`src/rtl/led_pkg.sv`:
```
// Shared encodings for the LED pattern controller: pattern modes and the
// bounce direction used while the BOUNCE pattern is active.
package led_pkg;

  localparam int MODE_W = 2;

  typedef enum logic [MODE_W-1:0] {
    MODE_BLINK  = 2'd0,
    MODE_CHASE  = 2'd1,
    MODE_BOUNCE = 2'd2,
    MODE_BINARY = 2'd3
  } mode_t;

  typedef enum logic {
    DIR_UP   = 1'b0,
    DIR_DOWN = 1'b1
  } dir_t;

endpackage

```
`src/rtl/led_pattern_ctrl.sv`:
```
// LED pattern stepper: one pattern step per qualified tick, with a button
// pulse cycling through blink, chase, bounce and binary-count patterns.
module led_pattern_ctrl #(
  parameter int NUM_LEDS = 8
) (
  input  logic                sys_clk,
  input  logic                sys_rst_n,
  input  logic                tick_enable,
  input  logic                run,
  input  logic                mode_next,
  output logic [NUM_LEDS-1:0] led_out,
  output logic [1:0]          mode_o
);

  import led_pkg::*;

  localparam logic [NUM_LEDS-1:0] LED_ONE = {{(NUM_LEDS-1){1'b0}}, 1'b1};

  mode_t               r_mode;
  dir_t                r_dir;
  logic [NUM_LEDS-1:0] r_led;

  mode_t               w_nextMode;
  logic [NUM_LEDS-1:0] w_start;
  logic [NUM_LEDS-1:0] w_step;
  dir_t                w_stepDir;

  always_comb begin
    w_nextMode = mode_t'(r_mode + 2'd1);
    w_start    = '0;
    if (w_nextMode == MODE_CHASE || w_nextMode == MODE_BOUNCE) begin
      w_start = LED_ONE;
    end
  end

  // The bounce turns around on the same edge that lands on an endpoint,
  // so each endpoint is shown for exactly one tick.
  always_comb begin
    w_step    = r_led;
    w_stepDir = r_dir;
    unique case (r_mode)
      MODE_BLINK:  w_step = ~r_led;
      MODE_CHASE:  w_step = {r_led[NUM_LEDS-2:0], r_led[NUM_LEDS-1]};
      MODE_BOUNCE: begin
        if (r_dir == DIR_UP) begin
          w_step = r_led << 1;
          if (w_step[NUM_LEDS-1]) w_stepDir = DIR_DOWN;
        end else begin
          w_step = r_led >> 1;
          if (w_step[0]) w_stepDir = DIR_UP;
        end
      end
      MODE_BINARY: w_step = r_led + LED_ONE;
      default:     w_step = r_led;
    endcase
  end

  // A mode change outranks a coincident tick, which is simply dropped.
  always_ff @(posedge sys_clk or negedge sys_rst_n) begin
    if (!sys_rst_n) begin
      r_mode <= MODE_BLINK;
      r_led  <= '0;
      r_dir  <= DIR_UP;
    end else if (mode_next) begin
      r_mode <= w_nextMode;
      r_led  <= w_start;
      r_dir  <= DIR_UP;
    end else if (tick_enable && run) begin
      r_led  <= w_step;
      r_dir  <= w_stepDir;
    end
  end

  assign led_out = r_led;
  assign mode_o  = r_mode;

endmodule
```
`config.mk`:
```
export PLATFORM = sky130hd
export DESIGN_NAME = led_pattern_ctrl
export DESIGN_NICKNAME = d
export VERILOG_FILES = /design/src/rtl/led_pkg.sv /design/src/rtl/led_pattern_ctrl.sv
export SDC_FILE = /design/constraint.sdc
export NUM_CORES = 1
export LEC_CHECK = 0
export CAP_MARGIN = 20
export CORE_MARGIN = 10
export CORE_UTILIZATION = 55
export DETAILED_ROUTE_END_ITERATION = 12
export GPL_ROUTABILITY_DRIVEN = 1
export MAX_ROUTING_LAYER = met4
export PLACE_DENSITY = 0.87
export SLEW_MARGIN = 25
export SYNTH_ARGS = -nofsm -noshare
export SYNTH_HDL_FRONTEND = slang
export SYNTH_SLANG_ARGS = --single-unit
export TNS_END_PERCENT = 1
```
`constraint.sdc`:
```
create_clock -name sys_clk -period 4.28 [get_ports sys_clk]
set_input_delay 0.642 -clock sys_clk [delete_from_list [all_inputs] [get_ports sys_clk]]
set_output_delay 0.642 -clock sys_clk [all_outputs]
set_load 0.05 [all_outputs]
```
* After elaboration in Yosys (flattened, before gate mapping)
Cells that the tools add are included.
** Storage, ports and cells
- Register bits :: 11
- Output and inout port bits :: 10
- Bits of input ports :: 5
** Cells by class
- Equal/unequal tests :: 5
- Add/subtract/negate cells :: 2
- Reductions and logical operators :: 6
- Bitwise operators :: 1
- Muxes and demuxes :: 11
** Operators with widths (count)
- $pmux W8 S4 :: 1
- $mux W8 :: 3
- $add A8 B1 Y8 const B :: 1
- $not A8 Y8 :: 1
- $mux W1 :: 7
- $eq A2 B2 Y1 const B :: 3
- $eq A2 B1 Y1 const B :: 2
- $reduce_bool A2 Y1 :: 2
- $add A2 B1 Y2 const B :: 1
- $logic_not A2 Y1 :: 1
- $reduce_and A2 Y1 :: 1
- $logic_and A1 B1 Y1 :: 1
- $logic_or A1 B1 Y1 :: 1

* Longest topological paths before layout
Gate-level depths: netlist of run 1.
- Depth in word-level cells :: 5
- Gate-level depth with buffers :: 7
- Mapped depth without buffers :: 6

* Least setup slack after synthesis of run 1
OpenSTA, ideal clock, no wires.
- Kind :: reg2reg
- Start point :: register r_mode[0], in the netlist mode_o[0]
- End point :: register r_led[4], in the netlist led_out[4]
- Buffers on the path :: 1
- Setup slack :: 2.198 ns
- Library setup time :: 0.137 ns
- Arrival time :: 1.946 ns
- Stages on the path, launching flop included :: 8
- Cells stage by stage :: dfrtp_1 inv_1 ha_1 buf_6 nor2b_1 or2_2 a221oi_1 nor3_1
** On the way
- Longest elaborated chain between the ends :: 4
- Elaborated cells on any way between the ends :: 7
- Classes of those cells :: 3 x eq/ne; 3 x mux; 1 x reduce/logical
** RTL lines
- start, declared :: RTL line led_pattern_ctrl.sv:19 : mode_t r_mode;
- start signal, assigned :: RTL line led_pattern_ctrl.sv:65 : r_mode <= w_nextMode;
- $eq A2 B2 Y1, or another cell as far along :: RTL line led_pattern_ctrl.sv:41 : unique case (r_mode)
- $pmux W8 S4 (*) :: RTL line led_pattern_ctrl.sv:41
- $mux W8 (*) :: RTL line led_pattern_ctrl.sv:68 : end else if (tick_enable && run) begin
- $mux W8 (*) :: RTL line led_pattern_ctrl.sv:64 : end else if (mode_next) begin
- end signal, assigned :: RTL line led_pattern_ctrl.sv:66 : r_led <= w_start;
- end signal, assigned :: RTL line led_pattern_ctrl.sv:69 : r_led <= w_step;
- end, declared :: RTL line led_pattern_ctrl.sv:21 : logic [NUM_LEDS-1:0] r_led;
Mark *: on every way between the ends. The rest lies on a longest branch, timed or not. The select of a mux whose other input is x is not followed.
A chain may end at the register's enable or synchronous reset.

* Worst setup path in the final report of run 1
- Start point :: register r_led[1], in the netlist led_out[1]
- End point :: output port led_out[1]
** RTL lines
- end, declared :: RTL line led_pattern_ctrl.sv:11 : output logic [NUM_LEDS-1:0] led_out,
No word-level cell between the ends.

==> flow_metrics.env, run 1 <==
export IMPL_status="finished, final reports clean"
export IMPL_grt_use_total_pct=13.6
export IMPL_grt_max_degree=17
export IMPL_r2r_cells=6
export IMPL_synthFlopType="dfrtp_1"
export IMPL_power_switching_uw=311
export IMPL_avgSynthCellArea_um2=8.73
export IMPL_post_cts_resized=0
export IMPL_clk_latency_ns=0.28
export IMPL_routabilityCongestion=0.823
export IMPL_reg2reg_slack_ns=2.34
export IMPL_synth_area_leaders="dfrtp_1 31%, ha_1 7.0%, o21ai_0 5.6%"
export IMPL_finalWirelength_um=2300
export IMPL_cts_hold_buf=0
export IMPL_path_clk_slew_ns=0.07
export IMPL_hold_class="reg2reg"
export IMPL_finalSetupTns_ns=0
export IMPL_crit_fanout=11
export IMPL_dp_cells=123
export IMPL_maxSlewViolCount=0
export IMPL_powerDensity_nw_per_um2=595
export IMPL_drive_above_1_share_pct=7.21
export IMPL_worst_setup_path_type="reg2out"
export IMPL_final_common_cell="clkdlybuf4s50_1"
export IMPL_post_cts_buffers=0
export IMPL_cp_endpoint="led_out[1]"
export IMPL_power_frac_comb_pct=58.1
export IMPL_synthesis_area_um2=900
export IMPL_setup_viol=0
export IMPL_crit_cells=1
export IMPL_initial_core_util_pct=59.0
export IMPL_path_cells="clkdlybuf4s50_1"
export IMPL_r2r_end="led_out[4]"
export IMPL_synth_top_area_share_pct=30.6
export IMPL_critPathArrivalTime_ns=1.73
export IMPL_hpwl_um=1600
export IMPL_switching_share_pct=50.9
export IMPL_finalCritPeriodShare_pct=55.5
export IMPL_synth_cell_types=39
export IMPL_via_count=882
export IMPL_synth_top_cell_by_area="dfrtp_1"
export IMPL_core_area_um2=1520
export IMPL_io_buffer_count=14
export IMPL_htree_levels=1
export IMPL_cts_tree="done"
export IMPL_p_leak_nw=0.390
export IMPL_crit_path_end_kind="output pin"
export IMPL_rsz0062_at_grt="false"
export IMPL_cts_num_sinks=11
export IMPL_area_growth_synth_to_final_pct=14.3
export IMPL_grt_pass1_vias=848
export IMPL_async_reset_ff_share_pct=100
export IMPL_required_ns=3.64
export IMPL_route_detailed_drc=0
export IMPL_cts_made_buffers=3
export IMPL_synth_edff_count=0
export IMPL_antenna_found_initial=0
export IMPL_crit_buf_inv=1
export IMPL_dieArea_um2=3650
export IMPL_slew_headroom_pct=65.4
export IMPL_avgRoutedWirePerCell_um=18.1
export IMPL_pwr_share_seq_pct=29.7
export IMPL_seq_area_frac_synth_pct=30.6
export IMPL_synthCells=103
export IMPL_worstSetupStartpoint="led_out[1]"
export IMPL_period_needed_ns=2.37
export IMPL_max_cap_violations=0
export IMPL_critPathSlowestCell="clkdlybuf4s50_1"
export IMPL_ys_seq_elements=11
export IMPL_num_nets_final=122
export IMPL_initialDrtViolationCount=59
export IMPL_grt_pass1_wl_um=3850
export IMPL_rows=14
export IMPL_crit_family="buffers and inverters"
export IMPL_cts_root_buffer_cell="clkbuf_4"
export IMPL_fillers=124
export IMPL_peakVddDrop_uv=431
export IMPL_power_total_uw=612
export IMPL_stdcell_count=127
export IMPL_fmax_ghz=0.421
export IMPL_yosysWarnings=0
export IMPL_final_cell_mix="14 x clkdlybuf4s50_1, 11 x dfrtp_1, 10 x nand2_1, 10 x o21ai_0, 9 x nand3_1"
export IMPL_timing_worst_slew_pin_value_ns=0.517
export IMPL_crit_reg2reg_launch="mode_o[0]"
export IMPL_internal_power_uw=300
export IMPL_fin_util_pct=67.5
export IMPL_grt_overflow_total=0
export IMPL_die_y_um=60.4
export IMPL_ant_nets=0
export IMPL_viasPerCell=6.94
export IMPL_clk_path_buf_depth=2
export IMPL_syn_nets=113
export IMPL_hold_viol=0
export IMPL_start_kind="flop"
export IMPL_die_width_um=60.4
export IMPL_drt_first_pass_iters=4
export IMPL_finalClockSkew_ns=0.00251
export IMPL_n_antenna_cell=0
export IMPL_slowest_delay_ns=0.88
export IMPL_pwr_share_clk_pct=12.3
export IMPL_pin_count=15
cells by family after synthesis:
family,Yosys count,share of synthesized area [%]
fa+ha+maj,5,6.95
compound gates,32,25.2
xor+xnor,4,3.90
mux,3,4.59
buf+inv,12,7.23
flops,11,30.6
simple gates,36,21.6
routing by layer:
| layer | global-route usage (%) | vias to the layer above | part of all wire (%) |
|---|---|---|---|
| li1 | - | 406 | - |
| met1 | 15.3 | 423 | 41 |
| met2 | 20.9 | 48 | 46 |
| met3 | 5.01 | 5 | 11 |
| met4 | 6.58 | 0 | 1.7 |
| met5 | - | - | 0 |
registers in the layout, indices dropped and copies added, names as in the netlist:
register / cells
led_out: 8
mode_o: 2
r_dir: 1
worst reg2reg max path, stage by stage (launching register included):
cell,delay (ns)
dfrtp_1,0.47
inv_1,0.10
ha_1,0.33
nor2b_1,0.20
or2_2,0.32
a221oi_1,0.30
nor3_1,0.08
stage by stage:
step / area [µm²] / setup slack (ns) / hold WS, ns
floorplan: 900 / 2.20 / 0.346
global placement: 1000 / 2.10 / 0.569
detailed placement: 1000 / 2.04 / 0.588
CTS: 1030 / 1.90 / 0.598
global route: 1030 / 1.85 / 0.638
finish: 1030 / 1.91 / 0.599
power by group through the flow:
stage	logic (mW)	clock network, mW	registers [mW]
after floorplan	0.197	0	0.246
final	0.355	0.0751	0.181
after global routing	0.381	0.0831	0.187
after detailed placement	0.352	0	0.183
after global placement	0.346	0	0.180
after CTS	0.354	0.0756	0.180
worst min path at each step:
stage,startpoint,endpoint,cells past startpoint
2_1_floorplan,sys_rst_n,led_out[0],0
3_3_place_gp,mode_o[0],mode_o[0],1
5_1_grt,mode_o[0],mode_o[0],1
3_5_place_dp,mode_o[0],mode_o[0],1
4_1_cts,mode_o[0],mode_o[0],1
6_report,mode_o[0],mode_o[0],1
layout make-up:
cell class	count	area, µm²	share of cell area, %
Clock buffer	4	26.3	2.55
Timing Repair Buffer	14	140	13.6
Multi-Input combinational cell	80	559	54.4
Inverter	2	7.51	0.730
Tap cell	16	20.0	1.95
Sequential cell	11	275	26.8
synth_stat cells, drive strengths merged (2+ instances only):
| cell | n |
|---|---|
| a211oi | 2 |
| a21oi | 4 |
| a221o | 2 |
| a221oi | 2 |
| a31oi | 3 |
| buf | 6 |
| clkbuf | 4 |
| dfrtp | 11 |
| ha | 5 |
| inv | 2 |
| mux2 | 3 |
| nand2 | 10 |
| nand2b | 2 |
| nand3 | 9 |
| nand3b | 2 |
| nor2 | 2 |
| nor3 | 2 |
| o21a | 2 |
| o21ai | 10 |
| o221ai | 2 |
| xnor2 | 2 |
| xor2 | 2 |
Note: power is estimated with default switching activity, not from simulation.
==> inputs of run 2 (changes only) <==
--- a/config.mk
+++ b/config.mk
@@ -7,11 +7,11 @@
 export LEC_CHECK = 0
 export CAP_MARGIN = 20
 export CORE_MARGIN = 10
-export CORE_UTILIZATION = 55
+export CORE_UTILIZATION = 51
 export DETAILED_ROUTE_END_ITERATION = 12
 export GPL_ROUTABILITY_DRIVEN = 1
 export MAX_ROUTING_LAYER = met4
-export PLACE_DENSITY = 0.87
+export PLACE_DENSITY = 0.82
 export SLEW_MARGIN = 25
 export SYNTH_ARGS = -nofsm -noshare
 export SYNTH_HDL_FRONTEND = slang
==> constraint.sdc (replaced) <==
create_clock -name sys_clk -period 2.35 [get_ports sys_clk]
set_input_delay 0.3525 -clock sys_clk [delete_from_list [all_inputs] [get_ports sys_clk]]
set_output_delay 0.3525 -clock sys_clk [all_outputs]
set_load 0.05 [all_outputs]
==> run 2 against run 1 <==
Against the previous run: routed wire length decreased by 2.0%; die area increased by 5.2%; global-route usage increased by 0.12 points; non-clock buffer count increased by 1; critical path type unchanged; critical endpoint unchanged.
==> flow_metrics.env, run 2 (synthesis gave the netlist of run 1 again) <==
export IMPL_status="finished, final reports clean"
export IMPL_ant_nets=0
export IMPL_use_met3_pct=2.85
export IMPL_cts_hold_buf=0
export IMPL_critPathSlowestCell="clkdlybuf4s50_1"
export IMPL_clk_path_buf_depth=2
export IMPL_finalSetupTns_ns=0
export IMPL_top_usage_layer="met2"
export IMPL_power_switching_uw=571
export IMPL_cts_tree="done"
export IMPL_crit_fanout=11
export IMPL_crit_buf_inv=1
export IMPL_internal_power_uw=554
export IMPL_pwr_share_seq_pct=29.0
export IMPL_crit_path_end_kind="output pin"
export IMPL_drive_above_1_share_pct=8.04
export IMPL_cts_num_sinks=11
export IMPL_finalCritPeriodShare_pct=88.1
export IMPL_crit_family="buffers and inverters"
export IMPL_holdWs_ns=0.430
export IMPL_slowest_delay_ns=0.88
export IMPL_cts_root_buffer_cell="clkbuf_4"
export IMPL_pwr_share_clk_pct=12.2
export IMPL_hold_viol=0
export IMPL_path_cells="clkdlybuf4s50_1"
export IMPL_met2_usage_pct=20.8
export IMPL_core_area_um2=1710
export IMPL_grt_use_total_pct=13.7
export IMPL_switching_share_pct=50.8
export IMPL_fmax_ghz=0.483
export IMPL_grt_overflow_total=0
export IMPL_start_kind="flop"
export IMPL_avgRoutedWirePerCell_um=16.5
export IMPL_num_nets_final=123
export IMPL_required_ns=2.00
export IMPL_setup_viol=0
export IMPL_timing_worst_slew_pin_value_ns=0.552
export IMPL_io_buffer_count=14
export IMPL_largest_register_ffs=8
export IMPL_hold_class="in2async"
export IMPL_powerDensity_nw_per_um2=1070
export IMPL_finalClockSkew_ns=0.00524
export IMPL_stdcell_count=137
export IMPL_n_antenna_cell=0
export IMPL_cts_made_buffers=3
export IMPL_routabilityCongestion=0.849
export IMPL_die_width_um=62
export IMPL_post_cts_buffers=0
export IMPL_final_cell_mix="14 x clkdlybuf4s50_1, 11 x dfrtp_1, 10 x nand2_1, 10 x o21ai_0, 9 x nand3_1"
export IMPL_power_frac_comb_pct=58.7
export IMPL_path_clk_slew_ns=0.08
export IMPL_dp_cells=133
export IMPL_worst_setup_path_type="reg2out"
export IMPL_maxSlewViolCount=0
export IMPL_finalWirelength_um=2260
export IMPL_via_count=852
export IMPL_rsz0062_at_grt="false"
export IMPL_post_cts_resized=0
export IMPL_hpwl_um=1560
export IMPL_grt_pass1_wl_um=3940
export IMPL_peakVddDrop_uv=863
export IMPL_slew_headroom_pct=63.1
export IMPL_grt_max_degree=17
export IMPL_die_y_um=62
export IMPL_viasPerCell=6.22
export IMPL_initial_core_util_pct=52.7
export IMPL_period_needed_ns=2.07
export IMPL_max_cap_violations=0
export IMPL_critPathArrivalTime_ns=1.72
export IMPL_pin_count=15
export IMPL_dieArea_um2=3840
export IMPL_p_leak_nw=0.396
export IMPL_route_detailed_drc=0
export IMPL_gr_usage_met1_pct=17.9
export IMPL_final_common_cell="clkdlybuf4s50_1"
export IMPL_area_growth_synth_to_final_pct=16.4
export IMPL_antenna_found_initial=0
export IMPL_drt_first_pass_iters=4
export IMPL_rows=15
export IMPL_grt_pass1_vias=827
export IMPL_clk_latency_ns=0.27
export IMPL_power_total_mw=1.12
export IMPL_htree_levels=1
export IMPL_initialDrtViolationCount=38
export IMPL_fillers=158
==> run 2: path summary, 6_finish.rpt <==
kind / cells after the start / endpoint / startpoint / slack (ns)
worst max-delay path: 1 / led_out[1] / led_out[1] / 0.28
worst min-delay path: 1 / mode_o[0] / sys_rst_n / 0.43
worst max register to register: 6 / led_out[4] / mode_o[0] / 0.56
worst min register to register: 1 / mode_o[0] / mode_o[0] / 0.59
max in group asynchronous: 1 / led_out[5] / sys_rst_n / 1.55
min in group sys_clk: 1 / mode_o[0] / mode_o[0] / 0.59
==> run 2: power by group through the flow <==
stage                     sequential, mW  clock (mW)  combinational (mW)
after floorplan                    0.448           0               0.358
after global placement             0.328           0               0.645
after detailed placement           0.331           0               0.656
after CTS                          0.328       0.140               0.662
after global routing               0.340       0.154               0.714
final                              0.326       0.138               0.661
==> run 2: stage by stage <==
stage               worst slack (ns)  utilization (%)  area (µm²)
global route                   0.230             61.3        1050
finish                         0.279             61.3        1050
CTS                            0.283             61.3        1050
detailed placement             0.411             59.8        1020
global placement               0.468             59.8        1020
floorplan                      0.268                -         900
==> run 2: area by class of cell <==
cell class / instances / area (µm²) / area share, %
multi-input combinational: 80 / 559 / 53.4
sequential: 11 / 275 / 26.3
timing repair buffer: 15 / 148 / 14.1
tap: 25 / 31.3 / 2.99
clock buffer: 4 / 26.3 / 2.51
inverter: 2 / 7.51 / 0.717
==> run 2: layer usage <==
| layer | wire length (µm) | share of wire [%] |
|---|---|---|
| met5 | 0 | 0 |
| met4 | 32 | 1.4 |
| met3 | 185 | 8.2 |
| met2 | 999 | 44 |
| met1 | 1040 | 46 |
==> inputs of run 3 (changes only) <==
--- a/config.mk
+++ b/config.mk
@@ -12,6 +12,7 @@
 export GPL_ROUTABILITY_DRIVEN = 1
 export MAX_ROUTING_LAYER = met4
 export PLACE_DENSITY = 0.82
+export SETUP_SLACK_MARGIN = 0.2
 export SLEW_MARGIN = 25
 export SYNTH_ARGS = -nofsm -noshare
 export SYNTH_HDL_FRONTEND = slang
==> results of run 3 <==
Final layout, timing and power as in run 2 (identical DEF).
